File: src/rtl/gray_conv_host_if.sv
// Host adapter for the iterative binary-to-Gray core: input FIFO, one-at-a-time
// start/done launch with watchdog, single-entry valid/ready result register.
module gray_conv_host_if #(
  parameter int WIDTH   = 8,
  parameter int DEPTH   = 4,
  parameter int TIMEOUT = 64
) (
  input  logic             clk,
  input  logic             reset,
  input  logic             in_valid,
  output logic             in_ready,
  input  logic [WIDTH-1:0] in_data,
  output logic             out_valid,
  input  logic             out_ready,
  output logic [WIDTH-1:0] out_data,
  output logic             conv_start,
  output logic [WIDTH-1:0] conv_din,
  input  logic             conv_done,
  input  logic [WIDTH-1:0] conv_dout,
  output logic             busy,
  output logic             err_timeout,
  output logic [15:0]      conv_count
);

  localparam int AW = (DEPTH > 1) ? $clog2(DEPTH) : 1;
  localparam int CW = $clog2(DEPTH + 1);
  localparam int TW = (TIMEOUT > 2) ? $clog2(TIMEOUT) : 1;

  typedef enum logic [1:0] {
    S_IDLE,
    S_RUN,
    S_HOLD,
    S_RELEASE
  } state_t;

  state_t            state_q;
  logic [WIDTH-1:0]  fifo_mem [DEPTH];
  logic [AW-1:0]     wr_ptr_q, wr_ptr_d;
  logic [AW-1:0]     rd_ptr_q, rd_ptr_d;
  logic [CW-1:0]     count_q, count_d;
  logic              head_avail_q;
  logic [TW-1:0]     wd_q;
  logic              conv_start_q;
  logic [WIDTH-1:0]  conv_din_q;
  logic              out_valid_q;
  logic [WIDTH-1:0]  out_data_q;
  logic              busy_q;
  logic              err_timeout_q;
  logic [15:0]       conv_count_q;

  logic push, pop, slot_free, capture;

  assign in_ready  = (count_q < CW'(DEPTH));
  assign push      = in_valid && in_ready;
  assign pop       = (state_q == S_IDLE) && head_avail_q;
  assign slot_free = !out_valid_q || out_ready;
  assign capture   = conv_done && slot_free && ((state_q == S_RUN) || (state_q == S_HOLD));

  always_comb begin
    wr_ptr_d = wr_ptr_q;
    rd_ptr_d = rd_ptr_q;
    count_d  = count_q;
    if (push) wr_ptr_d = wr_ptr_q + AW'(1);
    if (pop)  rd_ptr_d = rd_ptr_q + AW'(1);
    case ({push, pop})
      2'b10:   count_d = count_q + CW'(1);
      2'b01:   count_d = count_q - CW'(1);
      default: count_d = count_q;
    endcase
  end

  always_ff @(posedge clk) begin
    if (push) fifo_mem[wr_ptr_q] <= in_data;
  end

  // The launcher sees occupancy one cycle late, so a fresh word is never
  // read on the same edge it is written and launch lands two edges after push.
  always_ff @(posedge clk or posedge reset) begin
    if (reset) begin
      wr_ptr_q     <= '0;
      rd_ptr_q     <= '0;
      count_q      <= '0;
      head_avail_q <= 1'b0;
    end else begin
      wr_ptr_q     <= wr_ptr_d;
      rd_ptr_q     <= rd_ptr_d;
      count_q      <= count_d;
      head_avail_q <= (count_q != '0);
    end
  end

  always_ff @(posedge clk or posedge reset) begin
    if (reset) begin
      state_q       <= S_IDLE;
      wd_q          <= '0;
      conv_start_q  <= 1'b0;
      conv_din_q    <= '0;
      out_valid_q   <= 1'b0;
      out_data_q    <= '0;
      busy_q        <= 1'b0;
      err_timeout_q <= 1'b0;
      conv_count_q  <= '0;
    end else begin
      // A capture wins over an accept, so accept+capture keeps out_valid high.
      if (capture) begin
        out_valid_q  <= 1'b1;
        out_data_q   <= conv_dout;
        conv_count_q <= conv_count_q + 16'd1;
      end else if (out_valid_q && out_ready) begin
        out_valid_q <= 1'b0;
      end

      case (state_q)
        S_IDLE: begin
          if (head_avail_q) begin
            conv_din_q   <= fifo_mem[rd_ptr_q];
            conv_start_q <= 1'b1;
            wd_q         <= '0;
            busy_q       <= 1'b1;
            state_q      <= S_RUN;
          end
        end
        S_RUN: begin
          wd_q <= wd_q + TW'(1);
          if (capture) begin
            conv_start_q <= 1'b0;
            state_q      <= S_RELEASE;
          end else if (conv_done) begin
            state_q <= S_HOLD;
          end else if (wd_q == TW'(TIMEOUT - 1)) begin
            err_timeout_q <= 1'b1;
            conv_start_q  <= 1'b0;
            state_q       <= S_RELEASE;
          end
        end
        S_HOLD: begin
          // start stays high so the core keeps its result parked in DONE
          if (capture) begin
            conv_start_q <= 1'b0;
            state_q      <= S_RELEASE;
          end
        end
        S_RELEASE: begin
          if (!conv_done) begin
            busy_q  <= 1'b0;
            state_q <= S_IDLE;
          end
        end
        default: begin
          busy_q  <= 1'b0;
          state_q <= S_IDLE;
        end
      endcase
    end
  end

  assign conv_start  = conv_start_q;
  assign conv_din    = conv_din_q;
  assign out_valid   = out_valid_q;
  assign out_data    = out_data_q;
  assign busy        = busy_q;
  assign err_timeout = err_timeout_q;
  assign conv_count  = conv_count_q;

endmodule

File: config.mk
export PLATFORM = sky130hd
export DESIGN_NAME = gray_conv_host_if
export DESIGN_NICKNAME = d
export VERILOG_FILES = /design/src/rtl/gray_conv_host_if.sv
export SDC_FILE = /design/constraint.sdc
export NUM_CORES = 1
export LEC_CHECK = 0
export ABC_AREA = 1
export ABC_CLOCK_PERIOD_IN_PS = 7000
export CAP_MARGIN = 10
export CELL_PAD_IN_SITES_DETAIL_PLACEMENT = 1
export CELL_PAD_IN_SITES_GLOBAL_PLACEMENT = 1
export CORE_MARGIN = 1.5
export CORE_UTILIZATION = 38
export DETAILED_ROUTE_END_ITERATION = 7
export GPL_TIMING_DRIVEN = 0
export PLACE_DENSITY = 0.83
export SLEW_MARGIN = 15
export SYNTH_ARGS = -nofsm -noshare
export SYNTH_HDL_FRONTEND = slang
export SYNTH_SLANG_ARGS = --single-unit
File: constraint.sdc
create_clock -name clk -period 7 [get_ports clk]
set_input_delay 0.7 -clock clk [delete_from_list [all_inputs] [get_ports clk]]
set_output_delay 0.7 -clock clk [all_outputs]
set_load 0.02 [all_outputs]
==> flow_summary.yaml <==
logic_synthesis:
  synth_most_common_cell: "nand2_1"
  synth_edf_count: 32
  yosys_warnings: 0
  async_flop_share_pct: 61.9
  syn_inst: 404
  ys_ff_latch: 84
  yosysTopAreaCell: "dfrtp_1"
  syn_nets: 439
  syn_avg_cell_area_um2: 9.55
  synthTopCellsByCount: "97 x nand2_1, 64 x nor2_1, 52 x dfrtp_1"
  synth-main-ff-cell: "dfrtp_1"
  yosysTopAreaCellShare_pct: 33.7
  seq_area_frac_synth_pct: 58.6
  syn_area_um2: 3860
  synth_cell_type_count: 35
  synthTopCellsByArea: "dfrtp_1 34%, edfxtp_1 25%, nand2_1 9.4%"
clock_tree:
  clkSlewWorstSetupHoldPaths_ns: 0.09
  clockBufferDepth: 2
  cts_tree: "yes"
  postCtsResizedCells: 0
  cts_root_buf: "clkbuf_8"
  ctsHoldBuffers: 0
  cts_setup_buffers: 0
  cts_inserted_buffers: 9
  clock_sinks: 84
  cts_max_level: 3
  clk_latency_ns: 0.36
route:
  wl_um: 9470
  drtIter0Drc: 55
  ant_nets: 0
  wire_per_inst_um: 15.5
  first_pass_iters: 6
  viasPerCell: 4.96
  vias: 3031
  route.detailed.drc: 0
critical_path:
  end_kind: "register"
  critPathLaunchType: "register"
  crit_type: "register to register"
  r2r-start: "state_q[0]"
  required_ns: 7.24
  r2r_setup_slack_ns: 4.22
  worstRegToRegCells: 11
  crit_arrival_ns: 3.02
  r2r_end: "count_q[2]"
  worstPathMaxFanout: 10
global_route:
  grtUsageTotal_pct: 18.7
  overflow: 0
  grt_pass1_wl_um: 15900
  grt_pass1_vias: 3312
  grt_max_degree: 30
  antenna_found_initial: 0
die:
  die_w_um: 104
  initial_utilization_pct: 39.3
  dieArea_um2: 10800
  die_h_um: 104
  ios: 58
  row_count: 36
  coreArea_um2: 9820
timing:
  slew_headroom_pct: 41.7
  min_period_over_period_pct: 39.7
  max_freq_mhz: 359
  rsz0062_at_grt: "false"
  drv_slew: 0
  fin_tns_setup_ns: 0
  setup_viol: 0
  fin_crit_ns: 2.78
  tightest_slew_ns: 0.872
  holdWs_ns: 0.476
  skew_ns: 0.00989
  finalHoldViolCount: 0
placement:
  place_congestion: 0.800
  io_buffers: 57
  hpwl_um: 6740
  place_inst: 595
  place_area_um2: 4620
worst_hold_path:
  whs_endpoint: "count_q[0]"
  min-delay-start: "count_q[0]"
  worstHoldPathCells: 1
  hold_path_class: "register to register"
layout:
  design_area_um2: 4840
  final_cells: 611
  layout-drive-gt1-share_pct: 8.79
  diodes: 0
  area_growth_pct: 25.5
  final.fill_count: 1160
  nNetsFinal: 508
power_and_ir_drop:
  swShare_pct: 41.4
  p_clk_share_pct: 19.5
  powerDensity_nw_per_um2: 424
  internal_power_mw: 1.20
  peakVddDrop_v: 0.000196
  comb_power_share_pct: 43.7
  switchingPower_mw: 0.850
  p_seq_share_pct: 36.8
  power_leakage_nw: 2.11
flow_run:
  max-cap-violations: 0
outcome:
  outcome: "finished clean"
[worst max-delay path by stage]
stage                     slack (ns)  startpoint  depth (start not counted)     endpoint
after CTS                       4.21  state_q[1]                         11   count_q[2]
after global placement          3.91       reset                          2  out_data[7]
final                           4.22  state_q[0]                         11   count_q[2]
after detailed placement        4.24  state_q[0]                         11   count_q[2]
after floorplan                 4.74  state_q[0]                         11   count_q[2]
after global routing            4.09  state_q[0]                         11   count_q[2]
[through the flow]
stage	setup WS [ns]	power (mW)	utilization (%)
after floorplan	4.74	1.31	-
after global placement	3.91	1.60	46.8
after detailed placement	4.24	1.67	47.0
after CTS	4.21	2.08	49.3
after global routing	4.09	2.20	49.3
final	4.22	2.05	49.3
[layout by cell type, fill, tap and decap left out, types with 2 or more instances in the layout]
cell type        count
nand2_1             97
nor2_1              64
clkdlybuf4s50_1     57
dfrtp_1             52
inv_1               37
edfxtp_1            32
o21ai_0             23
nand3_1             13
ha_1                13
nand4_1              9
clkbuf_8             9
a31oi_1              8
xor2_1               7
buf_2                6
a21oi_1              6
xnor2_1              5
inv_6                4
inv_2                3
nor3_1               3
nor2_2               3
o211ai_1             2
nand2_4              2
clkinv_4             2
nand3b_1             2
nor2_4               2
o21ai_1              2
bufinv_16            2
[cell families (layout without fill, tap and decap cells)]
family / count (synthesis) / after routing / synth area share [%]
fa+ha+maj: 14 / 14 / 4.73
xor+xnor: 12 / 12 / 2.72
flops: 84 / 84 / 58.6
buf+inv: 50 / 124 / 5.35
simple gates: 199 / 199 / 22.1
compound gates: 45 / 45 / 6.52
[state kept, by name (all words and copies together), names as in the netlist]
name,cells
err_timeout,1
conv_count,16
head_avail_q,1
rd_ptr_q,2
fifo_mem,32
wr_ptr_q,2
wd_q,6
busy,1
conv_din,8
conv_start,1
state_q,2
count_q,3
out_valid,1
out_data,8
[power by group through the flow]
stage	Clock [mW]	Sequential (mW)	Combinational (mW)
floorplan	0	0.829	0.479
global placement	0	0.757	0.843
detailed placement	0	0.765	0.902
CTS	0.410	0.758	0.912
global route	0.427	0.775	0.995
finish	0.400	0.756	0.897
[metal layers]
metal	share of wire (%)	wire length (µm)	GRT usage, %
met1	42	3980	20.7
met2	53	5000	34.9
met3	3.1	290	4.03
met4	2.2	206	7.44
met5	0	0	0
[critical path, cell delays in order, from the launching register on]
cell	delay [ns]
dfrtp_1	0.47
inv_1	0.14
ha_1	0.27
nand2_1	0.21
inv_2	0.23
buf_2	0.29
ha_1	0.19
inv_1	0.07
fa_1	0.38
a21oi_1	0.15
o21ai_0	0.11
xor2_1	0.16
[final cells by class]
cell class	instances	area [µm²]	area share (%)
clock inverters	7	104	2.14
repair buffers	58	591	12.2
well taps	133	166	3.43
inverters	42	164	3.38
clock buffers	9	124	2.56
plain buffers	8	42.5	0.878
flip-flops and latches	84	2260	46.7
multi-input cells	270	1390	28.7
No activity file was read; power rests on OpenSTA's default activity.
